==> src/rtl/conv_pool_requant.sv <==
// Streaming requantize (shift + saturate to 8 bits) followed by non-overlapping
// Pool_Dim x Pool_Dim max-pooling of a raster-ordered In_Dim x In_Dim map.
module conv_pool_requant #(
  parameter int In_Dim   = 2,
  parameter int Pool_Dim = 2,
  parameter int Shift    = 4
) (
  input  logic        clk,
  input  logic        rst,
  input  logic [15:0] in_data,
  input  logic        in_valid,
  output logic [7:0]  out_data,
  output logic        out_valid,
  output logic        frame_done
);
  localparam int NW  = In_Dim / Pool_Dim;
  localparam int PCW = (Pool_Dim > 1) ? $clog2(Pool_Dim) : 1;
  localparam int WW  = (NW > 1) ? $clog2(NW) : 1;
  localparam int ND  = 1 << WW;
  localparam logic [PCW-1:0] P_LAST = PCW'(Pool_Dim - 1);
  localparam logic [WW-1:0]  W_LAST = WW'(NW - 1);

  if (Pool_Dim < 1 || (In_Dim % Pool_Dim) != 0) begin : g_bad_dim
    $error("conv_pool_requant: In_Dim must be a positive multiple of Pool_Dim");
  end
  if (Shift < 0 || Shift > 15) begin : g_bad_shift
    $error("conv_pool_requant: Shift must be in 0..15");
  end

  // Column/row are kept as (window index, offset inside window) pairs so the
  // window-start and emit tests need no modulo hardware.
  logic [PCW-1:0]     pc_q, pc_d, pr_q, pr_d;
  logic [WW-1:0]      wc_q, wc_d, wr_q, wr_d;
  logic [ND-1:0][7:0] part_q, part_d;
  logic [7:0]         out_data_q, out_data_d;
  logic               out_valid_q, out_valid_d;
  logic               frame_done_q, frame_done_d;

  logic [15:0] shifted;
  logic [7:0]  q, cur, upd;
  logic        win_start, emit, last_pos;

  assign shifted = in_data >> Shift;
  assign q       = (|shifted[15:8]) ? 8'hFF : shifted[7:0];

  always_comb begin
    cur       = part_q[wc_q];
    win_start = (pc_q == '0) && (pr_q == '0);
    emit      = (pc_q == P_LAST) && (pr_q == P_LAST);
    last_pos  = emit && (wc_q == W_LAST) && (wr_q == W_LAST);
    // With Pool_Dim=1 every sample is both window start and emit, so upd = q.
    upd       = win_start ? q : ((cur > q) ? cur : q);
  end

  always_comb begin
    pc_d         = pc_q;
    pr_d         = pr_q;
    wc_d         = wc_q;
    wr_d         = wr_q;
    part_d       = part_q;
    out_data_d   = out_data_q;
    out_valid_d  = 1'b0;
    frame_done_d = 1'b0;
    if (in_valid) begin
      part_d[wc_q] = upd;
      if (emit) begin
        out_data_d   = upd;
        out_valid_d  = 1'b1;
        frame_done_d = last_pos;
      end
      if (pc_q == P_LAST) begin
        pc_d = '0;
        if (wc_q == W_LAST) begin
          wc_d = '0;
          if (pr_q == P_LAST) begin
            pr_d = '0;
            wr_d = (wr_q == W_LAST) ? '0 : wr_q + 1'b1;
          end else begin
            pr_d = pr_q + 1'b1;
          end
        end else begin
          wc_d = wc_q + 1'b1;
        end
      end else begin
        pc_d = pc_q + 1'b1;
      end
    end
  end

  always_ff @(posedge clk or negedge rst) begin
    if (!rst) begin
      pc_q         <= '0;
      pr_q         <= '0;
      wc_q         <= '0;
      wr_q         <= '0;
      part_q       <= '0;
      out_data_q   <= '0;
      out_valid_q  <= 1'b0;
      frame_done_q <= 1'b0;
    end else begin
      pc_q         <= pc_d;
      pr_q         <= pr_d;
      wc_q         <= wc_d;
      wr_q         <= wr_d;
      part_q       <= part_d;
      out_data_q   <= out_data_d;
      out_valid_q  <= out_valid_d;
      frame_done_q <= frame_done_d;
    end
  end

  assign out_data   = out_data_q;
  assign out_valid  = out_valid_q;
  assign frame_done = frame_done_q;
endmodule

==> config.mk <==
export PLATFORM = sky130hd
export DESIGN_NAME = conv_pool_requant
export DESIGN_NICKNAME = d
export VERILOG_FILES = /design/src/rtl/conv_pool_requant.sv
export SDC_FILE = /design/constraint.sdc
export NUM_CORES = 1
export LEC_CHECK = 0
export ABC_AREA = 0
export CAP_MARGIN = 10
export CORE_MARGIN = 2
export CORE_UTILIZATION = 53
export CTS_BUF_LIST = sky130_fd_sc_hd__clkbuf_2 sky130_fd_sc_hd__clkbuf_4 sky130_fd_sc_hd__clkbuf_8
export CTS_CLUSTER_SIZE = 10
export DETAILED_ROUTE_END_ITERATION = 16
export PLACE_DENSITY = 0.94
export SKIP_CTS_REPAIR_TIMING = 1
export SLEW_MARGIN = 30
export SYNTH_ARGS = -nofsm -noshare
export SYNTH_HDL_FRONTEND = slang
export SYNTH_SLANG_ARGS = --single-unit
==> constraint.sdc <==
create_clock -name clk -period 6.4 [get_ports clk]
set_clock_uncertainty 0.05 [all_clocks]
set_input_delay 0.96 -clock clk [delete_from_list [all_inputs] [get_ports clk]]
set_output_delay 0.96 -clock clk [all_outputs]
set_load 0.05 [all_outputs]
# Yosys cells after proc, flatten, opt, wreduce, memory -nomap -nowiden
# Cells that the tools add are included.
# totals
ff_bits,30
elab_cells,46
# op_classes
addsub,4
order_cmp,3
muxes,16
n_bitwise,4
reduce_logical,10
# ops
operator,count
8-bit two-way mux,6
16-bit bitwise mux,1
8-bit demux with 1-bit select,1
8-bit greater-than comparator,1
1-bit two-way mux,8
1-bit logical AND,5
1-bit adder (second input constant),4
1-bit inverter,4
2-bit AND reduction,2
4-bit AND reduction,1
4-bit OR reduction,1
3-bit AND reduction,1
1-bit by 2-bit < comparator with 1-bit output (second input constant),1
1-bit greater-or-equal comparator (second input constant),1

# Longest topological paths before layout
# Gate-level depths: netlist of the first run.
# logic_depth
word_depth,6
ltp_mapped,10
depth_no_buf,8

# Worst setup path before layout of the first run
# No wires, ideal clock.
# synth_timing
path_kind,input to register
start,in in_data[13]
end,reg part_q[0] (netlist name)
arrival_time_ps,3264
required_ps,6225
slack_ps,2961
cell_stages,10
cell_sequence,or4_1 -> buf_2 -> nor2_1 -> ha_1 -> and3_1 -> a221o_1 -> o221ai_2 -> and3_1 -> buf_6 -> mux2_4
# synth_between
elab_chain_len,6
# synth_rtl
item,line,rtl
from (decl),10,"input logic [15:0] in_data,"
4-bit OR reduction (*),44,assign q = (|shifted[15:8]) ? 8'hFF : shifted[7:0];
8-bit two-way mux (*),44,
8-bit greater-than comparator,52,upd = win_start ? q : ((cur > q) ? cur : q);
8-bit two-way mux,52,
8-bit two-way mux (*),52,
16-bit bitwise mux (*),65,part_d[wc_q] = upd;
to (signal assigned),105,part_q <= part_d;
to (decl),34,"logic [ND-1:0][7:0] part_q, part_d;"
# Every way passes the cells marked *; elsewhere a longest branch is shown, timed or not.
# A chain may end at the register's enable or synchronous reset.

# Worst setup path in the final report of the first run
# Ends and elaborated chain as after synthesis.

==> metrics, run 1 <==
share of cells above drive strength 1=6.98%; height of the die=49.2 um; Nets=157; Initial Utilization=55.7%; initial drt markers=20; pwr/cell area=383 nW/um2; first-pass GRT wire length=3750 um; post-layout minimum cycle time=4190 ps; IO Pins=29; Yosys reg bits=19; Antenna Diode Count=0; Fin Setup TNS=0 ps; Tightest Pin Transition=934 ps; placed inst area=1290 um2; final hold vios=0; worst-case clock buffer depth=2; vias in the first global route=875; headroom to the max-slew limit=37.7%; total number of vias=897; Register Area=475 um2; total iterations of the first detailed-routing run=5; number of routed nets with antenna violations=0; Setup crit end kind=flip-flop; crit path launch type=input pin; Seq/Total Area, Yosys=43.9%; HP Class=flip-flop to flip-flop; WL/cell=14.4 um; H-tree Lvls=1; synth unique cells=29; Post-Synthesis Cell Area=1080 um2; leak pwr=0.581 nW; max-cap viol count=0; CTS buffer count=3; VDD IR max=0.291 mV; fin crit share=65.4%; Die W=49.2 um; Syn Inst Count=110; status=completed; fillers=163; RSZ-0062 raised after global routing=no; Crit path required time=6550 ps; row count=16; footprint of the multi-input gates=536 um2; WP data arrival=4340 ps; Post-route DRC=0; clk root buf=clkbuf_4; Finished Cell Area=1320 um2; die area=2420 um2; antenna violations before repair=0; Layout area overhead=22.2%; Clock Latency Late Sink=310 ps; grt total ovfl=0; utilization after layout=68.1%; endpoints failing setup=0; largest net degree at the start of global routing=25; Mapped Nets=137; CTS tree=yes; GRT Util Overall=20.2%; Fin Hold WS=435 ps; WL final=2240 um; Synth Warn #=0; Synth Area per Inst=9.84 um2; Pins Over Slew Limit=0; Clock transition at path regs=110 ps; CP Max Fanout=24; Setup CP Type=input pin to flip-flop; RePlAce Congestion=0.877; TritonCTS Sinks=19; count of input and output buffers=24; Vias/cell=5.75; HPWL Detailed=1610 um; core area=1940 um2; FMAX=239 MHz
-- critical path: stages --
cell and delay, ps:
clkdlybuf4s50_1 400, or4_1 690, or2_4 300, ha_1 280, nand4_1 150, o221ai_2 740
and3_1 480, mux2_4 330
-- stage by stage --
stage          setup WS [ps]  power (mW)  std cells
2_1_floorplan           2960       0.361        110
3_3_place_gp            2010       0.433        152
3_5_place_dp            1910       0.442        152
4_1_cts                 2220       0.507        156
5_1_grt                 2080       0.531        156
6_report                2210       0.506        156
-- layer usage --
layer / vias to the layer above / part of all wire [%] / routed length [um] / GRT usage [%]
met3: 4 / 5.1 / 115 / 2.76
met2: 38 / 49 / 1100 / 37.2
met4: 0 / 1.3 / 29 / 7.62
met1: 413 / 45 / 999 / 23.5
met5: - / 0 / 0 / 0
li1: 442 / - / - / -
-- worst paths after layout --
kind,slack (ps),startpoint,end,depth (start not counted)
setup / recovery,2210,in_data[13],part_q[0],8
hold / removal,440,out_data[0],out_data[0],2
setup reg to reg,3660,part_q[6],part_q[0],6
hold reg to reg,440,out_data[0],out_data[0],2
max in group asynchronous,4730,rst,part_q[6],1
min in group asynchronous,1060,rst,part_q[2],1
-- registers in the layout (all words and copies together), names as in the netlist --
register	flops
part_q	8
pr_q	1
frame_done	1
out_data	8
pc_q	1
-- cell type report --
| class | count | share of cell area, % |
|---|---|---|
| clock buffers | 4 | 2.27 |
| inverters | 2 | 0.568 |
| multi-input cells | 80 | 40.5 |
| flip-flops and latches | 19 | 36.0 |
| well taps | 27 | 2.55 |
| repair buffers | 24 | 18.2 |
-- kinds of logic (layout without fill, tap and decap cells) --
kind of cell	count (synthesis)	count (layout)	synth area share, %
AOI/OAI and AO/OA	37	37	22.0
xor gates and xnor gates	2	2	1.62
adders and majority gates	8	8	9.25
buffers and inverters	11	30	6.59
DFF	19	19	43.9
muxes	1	1	1.39
and+or+nand+nor	32	32	15.3
-- synthesized netlist by cell type --
master | number | share of area (%)
clkbuf_1 | 2 | 0.69
xor2_1 | 1 | 0.81
and3_2 | 2 | 1.4
and3b_1 | 1 | 0.81
a31oi_1 | 7 | 4.0
o31ai_1 | 8 | 5.5
nand4_1 | 1 | 0.58
o211ai_1 | 1 | 0.69
xnor2_1 | 1 | 0.81
buf_4 | 1 | 0.69
dfrtp_1 | 19 | 44
nor2b_1 | 1 | 0.58
and3_1 | 7 | 4.0
o21ai_1 | 1 | 0.46
a21o_1 | 1 | 0.69
nor2_1 | 7 | 2.4
mux2_4 | 1 | 1.4
a221o_1 | 1 | 0.92
inv_1 | 2 | 0.69
o221ai_2 | 1 | 1.4
ha_1 | 8 | 9.2
buf_6 | 3 | 3.1
a211o_1 | 1 | 0.81
or2_4 | 1 | 0.81
buf_2 | 3 | 1.4
a21oi_1 | 16 | 7.4
nand3_1 | 1 | 0.46
nand2_1 | 10 | 3.5
or4_1 | 1 | 0.69
-- report_power, final --
part	internal (mW)	switching [mW]	leakage, nW
Clock	0.0286	0.0397	0.0184
Combinational	0.0870	0.168	0.361
Sequential	0.157	0.0264	0.201
Total	0.272	0.234	0.581
-- cells in the final DEF (no fill, tap or decap), types with 2 or more instances in the layout --
| cell | n |
|---|---|
| clkdlybuf4s50_1 | 24 |
| and3_2 | 2 |
| nor2_1 | 7 |
| and3_1 | 7 |
| inv_1 | 2 |
| a21oi_1 | 16 |
| o31ai_1 | 8 |
| clkbuf_4 | 4 |
| dfrtp_1 | 19 |
| ha_1 | 8 |
| a31oi_1 | 7 |
| nand2_1 | 10 |
No activity file was read; power rests on OpenSTA's default activity.
==> run 2, diff against run 1 <==
--- a/config.mk
+++ b/config.mk
@@ -8,11 +8,11 @@
 export ABC_AREA = 0
 export CAP_MARGIN = 10
 export CORE_MARGIN = 2
-export CORE_UTILIZATION = 53
+export CORE_UTILIZATION = 45
 export CTS_BUF_LIST = sky130_fd_sc_hd__clkbuf_2 sky130_fd_sc_hd__clkbuf_4 sky130_fd_sc_hd__clkbuf_8
 export CTS_CLUSTER_SIZE = 10
 export DETAILED_ROUTE_END_ITERATION = 16
-export PLACE_DENSITY = 0.94
+export PLACE_DENSITY = 0.86
 export SKIP_CTS_REPAIR_TIMING = 1
 export SLEW_MARGIN = 30
 export SYNTH_ARGS = -nofsm -noshare
==> constraint.sdc (replaced) <==
create_clock -name clk -period 3.5 [get_ports clk]
set_clock_uncertainty 0.05 [all_clocks]
set_input_delay 0.525 -clock clk [delete_from_list [all_inputs] [get_ports clk]]
set_output_delay 0.525 -clock clk [all_outputs]
set_load 0.05 [all_outputs]
==> metrics, run 2 (synthesis gave the netlist of run 1 again) <==
share of cells above drive strength 1=11.1% (+4.1 points); FMAX=317 MHz; Worst Hold Launch=out_data[2]; height of the die=53.0 um (+7.8%); fin crit share=90.0%; Setup crit end kind=flip-flop; initial drt markers=14 (-30%); Cells after DPL=159 (+4.6%); total iterations of the first detailed-routing run=4 (-1); HPWL Detailed=1760 um (+9.4%); FF-to-FF setup slack=1420 ps (-2240 ps); RePlAce Congestion=0.849 (-3.2%); pwr/cell area=683 nW/um2 (+78%); worst hold path depth=2 (unchanged); Clock transition at path regs=120 ps (about the same); Setup CP Type=input pin to flip-flop; WL/cell=14.4 um (+0.28%); final cell count without fillers=163 (+4.5%); Pins Over Slew Limit=0 (unchanged); Tightest Pin Transition=830 ps (-104 ps); core area=2230 um2 (+15%); Layout area overhead=26.2%; vias in the first global route=890 (+1.7%); Post-route DRC=0 (unchanged); CTS tree=yes; max-cap viol count=0 (unchanged); RSZ-0062 raised after global routing=no; H-tree Lvls=1 (unchanged); Initial Utilization=48.5% (-7.3 points); final hold vios=0 (unchanged); number of routed nets with antenna violations=0 (unchanged); Fin Setup TNS=0 ps (unchanged); VDD IR max=0.446 mV (+53%); CTS buffer count=3 (unchanged); count of input and output buffers=24 (unchanged); WL final=2350 um (+4.8%); total number of vias=944 (+5.2%); Min-Delay Endpoint=out_data[2]; Power Total=0.933 mW (+84%); Clock Latency Late Sink=300 ps (about the same); leak pwr=0.606 nW (+4.4%); commonest non-fill, non-tap cell in the layout=clkdlybuf4s50_1; Crit path required time=3650 ps (-2900 ps); Crit. Startpoint=in_data[13]; R2R depth=7 (+1); worst-case clock buffer depth=2 (unchanged); largest net degree at the start of global routing=20 (-20%); worst r2r src=part_q[7]; Antenna Diode Count=0 (unchanged); clk root buf=clkbuf_4; endpoints failing setup=0 (unchanged); IO Pins=29 (unchanged); die area=2810 um2 (+16%); headroom to the max-slew limit=44.5% (+6.8 points); Die W=53.0 um (+7.8%); Nets=163 (+3.8%); CP Max Fanout=10 (-58%); row count=17 (+1); most frequent cells in the layout=clkdlybuf4s50_1, dfrtp_1, a21oi_1, nand2_1; WP data arrival=3310 ps (-1030 ps); status=completed; antenna violations before repair=0 (unchanged); GRT Util Overall=19.1% (-1.1 points); grt total ovfl=0 (unchanged); HP Class=flip-flop to flip-flop; post-layout minimum cycle time=3150 ps; crit path launch type=input pin; Vias/cell=5.79 (+0.72%); R2R Path End=out_data[7]; first-pass GRT wire length=3930 um (+4.8%); TritonCTS Sinks=19 (unchanged)
run 2: per-stage QoR:
step | hold WS, ps | setup slack (ps) | area, um2 | utilization, %
2_1_floorplan | 179 | 496 | 1080 | -
3_3_place_gp | 412 | 96.6 | 1340 | 59.9
3_5_place_dp | 419 | 19.8 | 1340 | 59.9
4_1_cts | 444 | 359 | 1370 | 61.2
5_1_grt | 469 | 188 | 1370 | 61.2
6_report | 440 | 349 | 1370 | 61.2
run 2: how the worst max path moves through the flow:
stage                        endpoint  cells past startpoint  slack, ps
after floorplan             part_q[0]                     10        500
after global placement      part_q[0]                      9        100
after detailed placement  out_data[5]                     10         20
after CTS                 out_data[5]                     10        360
after global routing      out_data[7]                     10        190
final                     out_data[7]                     10        350
run 2: layout make-up:
class,instances,area (um2)
inverter,2,7.51
multi-input combinational,80,536
fill,200,867
clock buffer,3,22.5
clock inverter,1,5.00
tap,28,35.0
timing repair buffer,30,285
sequential,19,475
run 2: worst max-delay path, cell delays in order:
cell	delay (ps)
clkdlybuf4s50_1	390
or4_1	690
nor2_1	270
ha_1	300
nand4_1	130
o21ai_1	80
a211o_1	320
buf_4	190
and3_1	180
o31ai_1	220
run 2: per-layer routing:
metal	global-route usage, %	vias to the layer above	routed length [um]
met2	32.5	32	1170
li1	-	457	-
met3	3.39	2	135
met1	25.5	453	1030
met5	0	-	0
met4	3.85	0	9
run 2: power breakdown:
part           total, mW  switching (mW)  internal (mW)
registers          0.336          0.0494          0.287
logic              0.482           0.310          0.172
clock network      0.115          0.0721         0.0426
total              0.933           0.432          0.502
==> run 3, diff against run 2 <==
--- a/config.mk
+++ b/config.mk
@@ -12,7 +12,9 @@
 export CTS_BUF_LIST = sky130_fd_sc_hd__clkbuf_2 sky130_fd_sc_hd__clkbuf_4 sky130_fd_sc_hd__clkbuf_8
 export CTS_CLUSTER_SIZE = 10
 export DETAILED_ROUTE_END_ITERATION = 16
+export GPL_ROUTABILITY_DRIVEN = 0
 export PLACE_DENSITY = 0.86
+export RECOVER_POWER = 50
 export SKIP_CTS_REPAIR_TIMING = 1
 export SLEW_MARGIN = 30
 export SYNTH_ARGS = -nofsm -noshare
==> metrics, run 3 (synthesis gave the netlist of run 1 again) <==
Post-route DRC=0 (unchanged); Clock transition at path regs=120 ps (about the same); largest net degree at the start of global routing=20 (unchanged); pwr/cell area=679 nW/um2 (-0.60%); post-layout minimum cycle time=3150 ps (-2.67 ps); leak pwr=0.607 nW (+0.16%); Fin Hold WS=440 ps (-0.296 ps); WL final=2340 um (-0.43%); Crit. Startpoint=in_data[13]; CP max-delay cell=or4_1; Setup crit end kind=flip-flop; crit path launch type=input pin; Clock Latency Late Sink=300 ps (about the same); endpoints failing setup=0 (unchanged); share of cells above drive strength 1=11.1% (unchanged); CTS tree=yes; max-cap viol count=0 (unchanged); Layout area overhead=26.2% (unchanged); R2R depth=7 (unchanged); vias in the first global route=890 (unchanged); utilization after layout=61.2% (unchanged); Tightest Pin Transition=832 ps (+2.03 ps); FMAX=318 MHz (about the same); Antenna Diode Count=0 (unchanged); Post-Place Setup Slack=19.8 ps (unchanged); antenna violations before repair=0 (unchanged); worst r2r src=part_q[7]; H-tree Lvls=1 (unchanged); Register Area=475 um2 (unchanged); WP data arrival=3300 ps (about the same); height of the die=53.0 um (unchanged); commonest non-fill, non-tap cell in the layout=clkdlybuf4s50_1; headroom to the max-slew limit=44.3% (-0.14 points); VDD IR max=0.446 mV (about the same); Initial Utilization=48.5% (unchanged); Crit path required time=3660 ps (about the same); status=completed; RSZ-0062 raised after global routing=no; footprint of the multi-input gates=536 um2 (unchanged); R2R Path End=out_data[7]; initial drt markers=14 (unchanged); clk root buf=clkbuf_4; number of routed nets with antenna violations=0 (unchanged); HPWL Detailed=1760 um (unchanged); first-pass GRT wire length=3930 um (unchanged); setup ws final=351 ps (+2.67 ps); TritonCTS Sinks=19 (unchanged); GRT Util Overall=19.1% (unchanged); CTS buffer count=3 (unchanged); cells along the critical path=clkdlybuf4s50_1 > or4_1 > nor2_1 > ha_1 > nand4_1 > o21ai_1 > a211o_1 > buf_4 > and3_1 > o31ai_1; most frequent cells in the layout=clkdlybuf4s50_1, dfrtp_1, a21oi_1, nand2_1; Pins Over Slew Limit=0 (unchanged); Die W=53.0 um (unchanged); die area=2810 um2 (unchanged); CP Max Fanout=10 (unchanged); Fin Setup TNS=0 ps (unchanged); total iterations of the first detailed-routing run=4 (unchanged); HP Class=flip-flop to flip-flop; FF-to-FF setup slack=1430 ps (about the same); fin crit share=90.0% (about the same); WL/cell=14.3 um (-0.43%); Nets=163 (unchanged); worst-case clock buffer depth=2 (unchanged); final hold vios=0 (unchanged); row count=17 (unchanged); Setup CP Type=input pin to flip-flop; Vias/cell=5.82 (+0.42%); core area=2230 um2 (unchanged); slowest cell delay on critical path=690 ps (about the same); IO Pins=29 (unchanged); count of input and output buffers=24 (unchanged); total number of vias=948 (+0.42%); fillers=200 (unchanged); Critical Path Sink=out_data[7]; grt total ovfl=0 (unchanged)
==> run 3: worst min path at each step <==
| stage | depth (start not counted) | end | start | slack, ps |
|---|---|---|---|---|
| 6_report | 2 | out_data[1] | out_data[1] | 440 |
| 2_1_floorplan | 0 | frame_done | rst | 180 |
| 4_1_cts | 2 | out_data[3] | out_data[3] | 440 |
| 3_3_place_gp | 2 | out_data[0] | out_data[0] | 410 |
| 3_5_place_dp | 2 | out_data[3] | out_data[3] | 420 |
| 5_1_grt | 2 | out_data[4] | out_data[4] | 460 |
==> run 3: per-layer routing <==
layer	share of wire [%]	GRT usage, %
met2	50	32.5
met5	0	0
met3	6.0	3.39
met1	43	25.5
met4	0.38	3.85
==> run 3: cell type report <==
cell class / instances / area share [%]
Timing Repair Buffer: 30 / 20.9
Inverter: 2 / 0.549
Sequential cell: 19 / 34.8
Clock inverter: 1 / 0.366
Tap cell: 28 / 2.56
Multi-Input combinational cell: 80 / 39.2
Clock buffer: 3 / 1.65
==> run 3: worst max-delay path, delay by kind of cell <==
| family | cells | cell delay [ps] |
|---|---|---|
| AND/OR/NAND/NOR | 4 | 1270 |
| AO/OA/AOI/OAI | 3 | 620 |
| adder cells (fa/ha/maj) | 1 | 300 |
| buffers and inverters | 2 | 580 |
==> run 3: metrics by stage <==
| stage | cell area, um2 | total power [mW] | instances |
|---|---|---|---|
| floorplan | 1080 | 0.661 | 110 |
| global placement | 1340 | 0.810 | 159 |
| detailed placement | 1340 | 0.827 | 159 |
| CTS | 1370 | 0.940 | 163 |
| global route | 1370 | 0.978 | 163 |
| finish | 1370 | 0.928 | 163 |
==> run 3: power by group <==
group / switching (mW) / total (mW) / internal, mW / leakage (nW)
registers: 0.0489 / 0.336 / 0.287 / 0.201
clock network: 0.0722 / 0.115 / 0.0426 / 0.0177
logic: 0.310 / 0.477 / 0.167 / 0.388
